<file path="src/rtl/dmux16_stream.sv">
// dmux16_stream: 1-to-2 packet stream demultiplexer.
// A packet is routed to channel A or B according to in_sel on its first
// word; the route is then locked until the word carrying in_last. Each
// channel owns a one-word holding register that runs at full throughput
// and counts the words it delivers.

module dmux16_chan #(
    parameter int WIDTH = 16,
    parameter int CNT_W = 8
) (
    input  logic             clock,
    input  logic             reset,
    input  logic             load,
    input  logic [WIDTH-1:0] ld_data,
    input  logic             ld_last,
    input  logic             ready,
    output logic [WIDTH-1:0] data,
    output logic             last,
    output logic             valid,
    output logic [CNT_W-1:0] count
);

    logic xfer;

    assign xfer = valid && ready;

    // Holding register: a load wins over a drain, so a word leaving and a
    // word arriving in the same cycle keeps valid high with the new data.
    // The parent only loads when the register is empty or draining, so a
    // stalled word is never overwritten.
    always_ff @(posedge clock) begin
        if (reset) begin
            data  <= '0;
            last  <= 1'b0;
            valid <= 1'b0;
        end else if (load) begin
            data  <= ld_data;
            last  <= ld_last;
            valid <= 1'b1;
        end else if (xfer) begin
            valid <= 1'b0;
        end
    end

    // Delivered-word counter, wraps naturally at 2^CNT_W.
    always_ff @(posedge clock) begin
        if (reset)
            count <= '0;
        else if (xfer)
            count <= count + 1'b1;
    end

endmodule

module dmux16_stream #(
    parameter int WIDTH = 16,
    parameter int CNT_W = 8
) (
    input  logic             clock,
    input  logic             reset,
    input  logic [WIDTH-1:0] in_data,
    input  logic             in_sel,
    input  logic             in_last,
    input  logic             in_valid,
    output logic             in_ready,
    output logic [WIDTH-1:0] a_data,
    output logic             a_last,
    output logic             a_valid,
    input  logic             a_ready,
    output logic [CNT_W-1:0] a_count,
    output logic [WIDTH-1:0] b_data,
    output logic             b_last,
    output logic             b_valid,
    input  logic             b_ready,
    output logic [CNT_W-1:0] b_count
);

    localparam int NUM_CH = 2;

    typedef enum logic [1:0] {IDLE, LOCK_A, LOCK_B} state_t;

    state_t                        state;
    logic                          route;     // 0 = A, 1 = B
    logic                          in_xfer;
    logic [NUM_CH-1:0]             ch_load;
    logic [NUM_CH-1:0]             ch_ready;
    logic [NUM_CH-1:0]             ch_valid;
    logic [NUM_CH-1:0]             ch_last;
    logic [NUM_CH-1:0][WIDTH-1:0]  ch_data;
    logic [NUM_CH-1:0][CNT_W-1:0]  ch_count;

    // in_sel only steers the first word of a packet; locked states pin the route.
    assign route    = (state == IDLE) ? in_sel : (state == LOCK_B);

    // Only the routed channel's occupancy gates the input.
    assign in_ready = !ch_valid[route] || ch_ready[route];
    assign in_xfer  = in_valid && in_ready;

    assign ch_load[0] = in_xfer && !route;
    assign ch_load[1] = in_xfer &&  route;
    assign ch_ready   = {b_ready, a_ready};

    // Packet lock FSM: a non-last word opened in IDLE locks the route until
    // the last word of the packet is accepted.
    always_ff @(posedge clock) begin
        if (reset) begin
            state <= IDLE;
        end else if (in_xfer) begin
            case (state)
                IDLE:    if (!in_last) state <= in_sel ? LOCK_B : LOCK_A;
                default: if (in_last)  state <= IDLE;
            endcase
        end
    end

    generate
        for (genvar g = 0; g < NUM_CH; g++) begin : g_ch
            dmux16_chan #(
                .WIDTH (WIDTH),
                .CNT_W (CNT_W)
            ) u_chan (
                .clock   (clock),
                .reset   (reset),
                .load    (ch_load[g]),
                .ld_data (in_data),
                .ld_last (in_last),
                .ready   (ch_ready[g]),
                .data    (ch_data[g]),
                .last    (ch_last[g]),
                .valid   (ch_valid[g]),
                .count   (ch_count[g])
            );
        end
    endgenerate

    assign a_data  = ch_data[0];
    assign a_last  = ch_last[0];
    assign a_valid = ch_valid[0];
    assign a_count = ch_count[0];
    assign b_data  = ch_data[1];
    assign b_last  = ch_last[1];
    assign b_valid = ch_valid[1];
    assign b_count = ch_count[1];

endmodule

</file>
<file path="config.mk">
export PLATFORM = sky130hd
export DESIGN_NAME = dmux16_stream
export DESIGN_NICKNAME = d
export VERILOG_FILES = /design/src/rtl/dmux16_stream.sv
export SDC_FILE = /design/constraint.sdc
export NUM_CORES = 1
export LEC_CHECK = 0
export ABC_CLOCK_PERIOD_IN_PS = 2100
export BUFFER_PORTS_ARGS = -buffer_cell sky130_fd_sc_hd__buf_2
export CORE_UTILIZATION = 48
export CTS_CLUSTER_SIZE = 10
export DETAILED_ROUTE_END_ITERATION = 10
export GPL_TIMING_DRIVEN = 0
export HOLD_SLACK_MARGIN = 0.1
export PLACE_DENSITY = 0.83
export SLEW_MARGIN = 20
export SYNTH_ARGS = -nofsm -noshare
export SYNTH_HDL_FRONTEND = slang
export SYNTH_SLANG_ARGS = --single-unit
</file>
<file path="constraint.sdc">
create_clock -name clock -period 2.1 [get_ports clock]
set_clock_uncertainty 0.15 [all_clocks]
set_input_delay 0.21 -clock clock [delete_from_list [all_inputs] [get_ports clock]]
set_output_delay 0.21 -clock clock [all_outputs]
set_load 0.005 [all_outputs]
</file>
==> results.json, run 1 <==
{
  "outcome": "completed",
  "hold_path.class": "in -> reg",
  "relSlewSlack": 0.647,
  "ctsRootBufferMaster": "clkbuf_8",
  "cts_tree": "done",
  "ant_nets": 0,
  "grt_usage": 0.226,
  "ioPinCount": 76,
  "hold_path.startpoint": "reset",
  "dpl.cell_count": 361,
  "yosysTopAreaCellShare": 0.516,
  "core-area_um2": 4090,
  "drt-met1-wl_um": 2080,
  "p_per_area_nw_per_um2": 742,
  "r2r_slack_ns": 0.34,
  "initial_core_util": 0.513,
  "clk_pin_slew_ns": 0.10,
  "final_common_cell": "buf_2",
  "wl_um": 4940,
  "gp_congestion": 0.801,
  "period_needed_ns": 2.00,
  "crit_path_start_kind": "input port",
  "hold_path_end": "state[1]",
  "critical_path_depth": 5,
  "cts.path.max_buffers": 2,
  "timing_hold_violations_final": 0,
  "worst_path_largest_cell_delay_ns": 0.54,
  "path_common_cell": "buf_2",
  "r2r-end": "state[0]",
  "crit_family": "buffers and inverters",
  "grt_pass1_wl_um": 7650,
  "multi_input_area_um2": 928,
  "ir_drop_v": 0.000549,
  "gr-total-overflow": 0,
  "finalNonFillerCells": 389,
  "worst-setup-path-type": "in -> out",
  "synth_area_um2": 2100,
  "crit_chain": "dlygate4sd3_1 > buf_2 > o21bai_1 > mux2_2 > buf_2",
  "cts.repair.resized": 0,
  "worstMarginPinSlew_ns": 0.530,
  "worstPathArrival_ns": 1.64,
  "drv_cap": 0,
  "vias": 1917,
  "leakage_nw": 1.34,
  "dieArea_um2": 4640,
  "worstPathRequired_ns": 1.74,
  "antennaDiodeCount": 0,
  "num_rows": 23,
  "cts-htree-levels": 2,
  "synth_fp_nets": 261,
  "power_mw": 2.12,
  "r2r_start": "state[0]",
  "rsz0062_at_grt": "no",
  "dr.pass1.iters": 4,
  "grt_max_degree": 19,
  "dr_wl_met3_um": 236,
  "synthTopCellsByArea": "dfxtp_1 (52%), mux2i_1 (8.6%), nand2_1 (7.5%)",
  "clock-sinks": 54,
  "io_buffers": 75,
  "drv_slew": 0,
  "areaGrowthSynthToFinish_pct": 36.0,
  "syn_inst": 236,
  "drc": 0,
  "clock_latency_ns": 0.31,
  "timing.final.ws_setup_ns": 0.100,
  "dieWidth_um": 68.1,
  "pre_cts_ws_ns": 0.342,
  "fin_crit_sh": 0.952,
  "yosysWarnings": 0,
  "fillerInstances": 333,
  "finalSetupTns_ns": 0,
  "crit_path_end_kind": "primary output",
  "seq_area_frac_synth": 0.516,
  "worstHoldPathCells": 4,
  "grt_pass1_vias": 1724,
  "wl_met2_um": 2560,
  "crit_slowest_cell": "dlygate4sd3_1",
  "hpwl_um": 3390,
  "ys_ff_latch": 54,
  "cts_made_buffers": 5,
  "layout_common_cells": "buf_2 (78), dfxtp_1 (54), nand2_1 (42)",
  "routed.top_layer": "met4",
  "drt_iter0_markers": 60,
  "vias_per_cell": 4.93,
  "fmax_mhz": 500,
  "yosysTopAreaCell": "dfxtp_1",
  "ys_types": 27,
  "antenna_found_initial": 0,
  "layout-drive-gt1-share": 0.268,
  "rr_worst_depth": 6,
  "whs_ns": 0.140,
  "crit_fanout": 4,
  "die_h_um": 68.1,
  "path_buf_inv": 3,
  "finalSetupViolCount": 0,
  "final_nets": 363,
  "drt-wirelength-per-cell_um": 12.7,
  "seqCellArea_um2": 1080,
  "synth_area_per_cell_um2": 8.89
}
-- per-stage QoR --
stage / cell area [um^2] / util
final: 2850 / 0.698
after global routing: 2850 / 0.698
after CTS: 2850 / 0.698
after detailed placement: 2530 / 0.620
after global placement: 2530 / 0.620
after floorplan: 2100 / -
-- cell usage after synthesis --
library cell	n
a21oi_1	26
a21oi_4	1
and3_1	1
buf_2	3
buf_6	2
clkbuf_1	7
clkbuf_2	1
dfxtp_1	54
ha_1	2
inv_1	5
mux2_2	1
mux2i_1	18
nand2_1	42
nand2b_1	4
nand3_1	9
nand4_1	2
nor2_1	30
nor3_1	2
nor4_1	2
o21ai_0	4
o21bai_1	2
or3_1	4
or3b_1	1
or4_1	1
or4bb_1	1
xnor2_1	7
xor2_1	4
-- registers in the layout, summed over array words and instances (netlist names) --
register and flops:
g_ch.u_chan.data 32, g_ch.u_chan.count 16, g_ch.u_chan.last 2, g_ch.u_chan.valid 2, state 2
-- cell type report --
cell class | instances | area share
buffer | 13 | 0.0241
clock buffer | 5 | 0.0241
clock inverter | 3 | 0.0167
inverter | 5 | 0.00658
multi-input combinational | 164 | 0.326
sequential | 54 | 0.379
tap | 50 | 0.0219
timing repair buffer | 95 | 0.202
-- logic make-up (layout without fill, tap and decap cells) --
group           after synthesis  after routing  synth area share
compound gates               33             33            0.0865
xor+xnor                     11             11            0.0459
fa+ha+maj                     2              2            0.0119
buf+inv                      18            121            0.0418
flops                        54             54             0.516
mux                          19             19            0.0913
simple gates                 99             99             0.207
-- worst max-delay path by stage --
stage          startpoint  endpoint  slack [ns]
6_report           in_sel  in_ready        0.10
5_1_grt            in_sel  in_ready        0.03
4_1_cts            in_sel  in_ready        0.10
3_5_place_dp     state[0]  state[0]        0.34
3_3_place_gp     state[0]  state[0]        0.41
2_1_floorplan    state[0]  state[0]        0.48
-- worst reg2reg max path: cells and delay by family (launching register included) --
| kind | cells | cell delay, ns |
|---|---|---|
| simple gates | 1 | 0.36 |
| compound gates | 2 | 0.35 |
| flops | 1 | 0.34 |
| buf+inv | 2 | 0.29 |
| mux | 1 | 0.20 |
-- metal layers --
layer  GRT usage  vias to the layer above
li1            -                      981
met1       0.251                      879
met2       0.407                       49
met3      0.0700                        8
met4      0.0703                        0
met5           0                        -
-- where the power goes --
| part | leakage (nW) | internal, mW | total [mW] | switching, mW |
|---|---|---|---|---|
| Clock | 0.0591 | 0.364 | 0.720 | 0.356 |
| Combinational | 0.843 | 0.145 | 0.291 | 0.147 |
| Sequential | 0.440 | 1.07 | 1.10 | 0.0308 |
| Total | 1.34 | 1.58 | 2.12 | 0.534 |
-- what timing repair did --
action                     4_1_cts  5_1_grt
buffers inserted                 0        0
hold buffers                    20        0
hold endpoints to repair        37        0
setup endpoints to repair        0        0
(Power assumes the default switching activity.)
==> run 2, diff against run 1 <==
--- a/config.mk
+++ b/config.mk
@@ -8,12 +8,13 @@
 export ABC_CLOCK_PERIOD_IN_PS = 2100
 export BUFFER_PORTS_ARGS = -buffer_cell sky130_fd_sc_hd__buf_2
 export CORE_UTILIZATION = 48
-export CTS_CLUSTER_SIZE = 10
+export CTS_CLUSTER_SIZE = 28
 export DETAILED_ROUTE_END_ITERATION = 10
 export GPL_TIMING_DRIVEN = 0
 export HOLD_SLACK_MARGIN = 0.1
-export PLACE_DENSITY = 0.83
+export PLACE_DENSITY = 0.78
 export SLEW_MARGIN = 20
 export SYNTH_ARGS = -nofsm -noshare
 export SYNTH_HDL_FRONTEND = slang
+export SYNTH_HIERARCHICAL = 1
 export SYNTH_SLANG_ARGS = --single-unit
==> run 2 against run 1 <==
Net effect: setup slack improved by 0.070 ns; register-to-register slack got worse by 0.14 ns; non-clock buffer count is 2 lower; power decreased by 8.7%; first-iteration DRC count grew 8.3%; cell count is 5.1% lower; clock power shrank 22%; synthesized area down 0.12%; wire length down 6.7%; sequential power hardly changed; largest cell class unchanged.
==> results.json, run 2 <==
{
  "ys.flop_type": "dfxtp_1",
  "drt_iter0_markers": 65,
  "ant_nets": 0,
  "multi_input_area_um2": 966,
  "r2r_slack_ns": 0.20,
  "crit_fanout": 10,
  "hpwl_um": 3120,
  "core-area_um2": 4090,
  "crit_chain": "dlygate4sd3_1 > buf_2 > nand2_1 > nor2_1 > buf_2 > buf_2 > mux2i_1 > nor2_1",
  "timing_hold_violations_final": 0,
  "gr-total-overflow": 0,
  "seqCellArea_um2": 1080,
  "relSlewSlack": 0.669,
  "die_h_um": 68.1,
  "ys_types": 23,
  "syn_inst": 215,
  "finalSetupViolCount": 0,
  "grt_usage": 0.210,
  "worst-setup-path-type": "in -> reg",
  "layout_common_cells": "buf_2 (77), dfxtp_1 (54), nor2_1 (42)",
  "grt_pass1_vias": 1706,
  "gp_congestion": 0.723,
  "yosysTopAreaCell": "dfxtp_1",
  "yosysWarnings": 6,
  "layout-drive-gt1-share": 0.288,
  "worstPathArrival_ns": 1.96,
  "io_buffers": 75,
  "path_buf_inv": 4,
  "wl_um": 4610,
  "antenna_found_initial": 0,
  "initial_core_util": 0.513,
  "cts-htree-levels": 2,
  "crit_path_start_kind": "input port",
  "post_cts_buffers": 0,
  "final_area_um2": 2850,
  "placed_area_um2": 2530,
  "ctsRootBufferMaster": "clkbuf_8",
  "final_nets": 343,
  "worst_path_largest_cell_delay_ns": 0.53,
  "drv_cap": 0,
  "finalSetupTns_ns": 0,
  "ir_drop_v": 0.000463,
  "crit_path_end_kind": "flip-flop",
  "vias_per_cell": 5.10,
  "clk_pin_slew_ns": 0.09,
  "crit_slowest_cell": "dlygate4sd3_1",
  "regMostFlops": "g_ch.u_chan/data",
  "clock_latency_ns": 0.31,
  "seq_area_frac_synth": 0.516,
  "synth_area_um2": 2090,
  "yosysTopAreaCellShare": 0.516,
  "cts_tree": "done",
  "leakage_nw": 1.28,
  "synthTopCellsByArea": "dfxtp_1 (52%), mux2i_1 (16%), nor2_1 (7.5%)",
  "yosys-top-cells-count": "dfxtp_1 (54), nor2_1 (42), mux2i_1 (34)",
  "worstPathRequired_ns": 2.13,
  "drc": 0,
  "ys_ff_latch": 54,
  "drt-wirelength-per-cell_um": 12.5,
  "drv_slew": 0,
  "path_common_cell": "buf_2",
  "async_flop_share": 0,
  "timing.final.ws_setup_ns": 0.171,
  "postLayoutCoreUtil": 0.697,
  "p_per_area_nw_per_um2": 678,
  "pre_cts_ws_ns": 0.192,
  "grt_max_degree": 17,
  "whs_ns": 0.122,
  "largest_reg_flops": 32,
  "dieArea_um2": 4630,
  "rsz0062_at_grt": "no",
  "antennaDiodeCount": 0,
  "cts.path.max_buffers": 2,
  "top_regs": "g_ch.u_chan/data: 32 flops, g_ch.u_chan/count: 16 flops",
  "final_common_cell": "buf_2",
  "fmax_mhz": 518,
  "fillerInstances": 326,
  "synth-edff-count": 0,
  "hold_path.class": "in -> reg",
  "fin_crit_sh": 0.919,
  "dr.pass1.iters": 4,
  "vias": 1883,
  "crit_family": "buffers and inverters",
  "ioPinCount": 76,
  "clock-sinks": 54,
  "cts_made_buffers": 5,
  "period_needed_ns": 1.93,
  "num_rows": 23,
  "synth_most_common_cell": "dfxtp_1",
  "synth_fp_nets": 240,
  "dieWidth_um": 68.1,
  "areaGrowthSynthToFinish_pct": 36.0,
  "grt_pass1_wl_um": 7250,
  "outcome": "completed",
  "synth_area_per_cell_um2": 9.74,
  "worstMarginPinSlew_ns": 0.497
}
-- run 2: layout make-up --
class	count	area share
buffer	10	0.0167
clock buffer	6	0.0255
clock inverter	2	0.00483
inverter	5	0.00659
multi-input combinational	146	0.339
sequential	54	0.380
tap	50	0.0220
timing repair buffer	96	0.206
-- run 2: through the flow --
| step | instances | power [mW] |
|---|---|---|
| 6_report | 369 | 1.93 |
| 5_1_grt | 369 | 2.02 |
| 4_1_cts | 370 | 1.96 |
| 3_5_place_dp | 340 | 1.36 |
| 3_3_place_gp | 340 | 1.35 |
| 2_1_floorplan | 215 | 1.25 |
-- run 2: power breakdown --
| group | internal [mW] | switching [mW] | total [mW] |
|---|---|---|---|
| clock | 0.236 | 0.326 | 0.562 |
| combinational | 0.141 | 0.127 | 0.268 |
| sequential | 1.07 | 0.0312 | 1.10 |
-- run 2: metal layers --
metal | GRT usage | vias up | share of wire
met3 | 0.0500 | 8 | 0.052
met1 | 0.262 | 872 | 0.46
met2 | 0.343 | 50 | 0.47
met5 | 0 | - | 0
li1 | - | 953 | -
met4 | 0.0885 | 0 | 0.015
-- run 2: worst reg2reg max path, cell delays in order, from the launching register on --
cell	delay, ns
dfxtp_1	0.39
nand2b_1	0.17
nand2_1	0.07
nor2_1	0.08
buf_2	0.27
buf_2	0.36
mux2i_1	0.23
nor2_1	0.06
-- run 2: timing repair --
action,CTS,global route
hold buffers,22,1
endpoints found under the hold margin,39,2
gates resized for setup,0,5
endpoints found under the setup margin,0,11
-- run 2: worst paths after layout --
check                                                to  depth (start not counted)                     from
worst min register to register  g_ch[0].u_chan/count[7]                          2  g_ch[0].u_chan/count[7]
worst max register to register   g_ch[1].u_chan/data[5]                          7     g_ch[1].u_chan/valid
worst max-delay path             g_ch[1].u_chan/data[5]                          8                 in_valid
worst min-delay path               g_ch[1].u_chan/valid                          4                  b_ready
-- run 2: cells by family after synthesis --
kind of cell | share of synthesized area
mux | 0.170
xor+xnor | 0.0167
buf+inv | 0.0293
compound gates | 0.0890
fa+ha+maj | 0.0119
flops | 0.516
simple gates | 0.167
==> run 3, diff against run 2 <==
--- a/config.mk
+++ b/config.mk
@@ -13,8 +13,9 @@
 export GPL_TIMING_DRIVEN = 0
 export HOLD_SLACK_MARGIN = 0.1
 export PLACE_DENSITY = 0.78
+export REMOVE_ABC_BUFFERS = 1
+export SETUP_SLACK_MARGIN = 0.4
 export SLEW_MARGIN = 20
 export SYNTH_ARGS = -nofsm -noshare
 export SYNTH_HDL_FRONTEND = slang
-export SYNTH_HIERARCHICAL = 1
 export SYNTH_SLANG_ARGS = --single-unit
==> run 3 against run 2 <==
Net effect: critical path type is now reg -> out; clock-buffer cell count is 1 lower; utilization decreased by 0.46 points; worst hold slack got worse by 0.012 ns; via count rose by 0.96%; combinational power increased by 9.0%; critical path depth fell by 5; global-route usage increased by 1.2 points; first-iteration DRC count up 37%; sequential power barely moved.
==> results.json, run 3 (synthesis gave the netlist of run 1 again) <==
{
  "grt_pass1_wl_um": 7530,
  "placed_area_um2": 2470,
  "drc": 0,
  "outcome": "completed",
  "hpwl_um": 2960,
  "drt-wirelength-per-cell_um": 12.9,
  "worstPathArrival_ns": 1.32,
  "hold_path.class": "in -> reg",
  "die_h_um": 68.1,
  "vias_per_cell": 5.04,
  "timing_hold_violations_final": 0,
  "crit_fanout": 5,
  "p_per_area_nw_per_um2": 733,
  "dr.pass1.iters": 4,
  "top_regs": "g_ch.u_chan.data: 32 flops, g_ch.u_chan.count: 16 flops",
  "regMostFlops": "g_ch.u_chan.data",
  "cts-htree-levels": 2,
  "vias": 1901,
  "gr-total-overflow": 0,
  "dieWidth_um": 68.1,
  "fmax_mhz": 597,
  "ioPinCount": 76,
  "final_area_um2": 2830,
  "finalNonFillerCells": 377,
  "grt_pass1_vias": 1777,
  "clock-sinks": 54,
  "crit_path_start_kind": "flip-flop",
  "areaGrowthSynthToFinish_pct": 34.9,
  "ctsRootBufferMaster": "clkbuf_8",
  "io_buffers": 75,
  "crit_path_end_kind": "primary output",
  "period_needed_ns": 1.68,
  "cts_tree": "done",
  "worstPathRequired_ns": 1.74,
  "dpl.cell_count": 348,
  "antennaDiodeCount": 0,
  "clk_pin_slew_ns": 0.09,
  "ir_drop_v": 0.000471,
  "dieArea_um2": 4640,
  "wl_um": 4860,
  "drt_iter0_markers": 89,
  "finalSetupViolCount": 0,
  "finalSetupTns_ns": 0,
  "cts.path.max_buffers": 2,
  "leakage_nw": 1.32,
  "relSlewSlack": 0.358,
  "worstMarginPinSlew_ns": 0.963,
  "grt_usage": 0.222,
  "layout-drive-gt1-share": 0.291,
  "gp_congestion": 0.704,
  "drv_cap": 0,
  "fin_crit_sh": 0.798,
  "largest_reg_flops": 32,
  "core-area_um2": 4090,
  "num_rows": 23,
  "worst-setup-path-type": "reg -> out",
  "ant_nets": 0,
  "final_nets": 351,
  "rsz0062_at_grt": "yes",
  "layout_common_cells": "buf_2 (74), dfxtp_1 (50), nand2_1 (42)",
  "clock_latency_ns": 0.31,
  "cts_made_buffers": 5,
  "final_common_cell": "buf_2",
  "grt_max_degree": 57,
  "antenna_found_initial": 0,
  "drv_slew": 0,
  "initial_core_util": 0.513
}
==> run 3: power by group <==
| group | total (mW) | switching (mW) | leakage, nW | internal [mW] |
|---|---|---|---|---|
| sequential | 1.11 | 0.0330 | 0.442 | 1.07 |
| clock | 0.673 | 0.322 | 0.0579 | 0.351 |
| combinational | 0.292 | 0.149 | 0.825 | 0.144 |
| total | 2.07 | 0.504 | 1.32 | 1.57 |
==> run 3: critical path: stages (launching register included) <==
cell      delay, ns
dfxtp_4        0.37
o21bai_4       0.20
mux2_4         0.32
buf_6          0.11
==> run 3: final timing paths <==
path	startpoint	endpoint	slack (ns)	cells after the start
worst max-delay path	state[1]	in_ready	0.42	3
worst min-delay path	in_sel	state[0]	0.11	3
worst max register to register	g_ch[1].u_chan.valid	state[0]	0.47	4
worst min register to register	g_ch[0].u_chan.data[10]	g_ch[0].u_chan.data[10]	0.31	2
==> run 3: layout make-up <==
class	instances	area [um^2]
clock inverters	3	40.0
multi-input cells	165	971
repair buffers	95	579
fillers	333	1260
flip-flops and latches	54	1090
inverters	5	18.8
clock buffers	5	68.8
well taps	50	62.6
==> run 3: repair_timing <==
item	4_1_cts	5_1_grt
resized for setup	8	7
endpoints found under the hold margin	36	0
endpoints found under the setup margin	39	20
pin swaps	1	1
buffers inserted	0	1
gates cloned	0	1
hold buffers	19	0
==> run 3: stage by stage <==
stage	power (mW)	worst slack (ns)	hold slack, ns	utilization
after floorplan	1.25	0.240	0.129	-
after global placement	1.36	-0.0318	0.288	0.603
after detailed placement	1.37	-0.0830	0.297	0.603
after CTS	2.08	0.362	0.108	0.684
after global routing	2.17	0.380	0.114	0.692
final	2.07	0.424	0.110	0.692
==> run 3: per-layer routing <==
metal,vias up,wire length [um],GRT usage
met5,-,0,0
li1,960,-,-
met2,64,2420,0.397
met1,872,2080,0.240
met3,5,321,0.0850
met4,0,46,0.0625
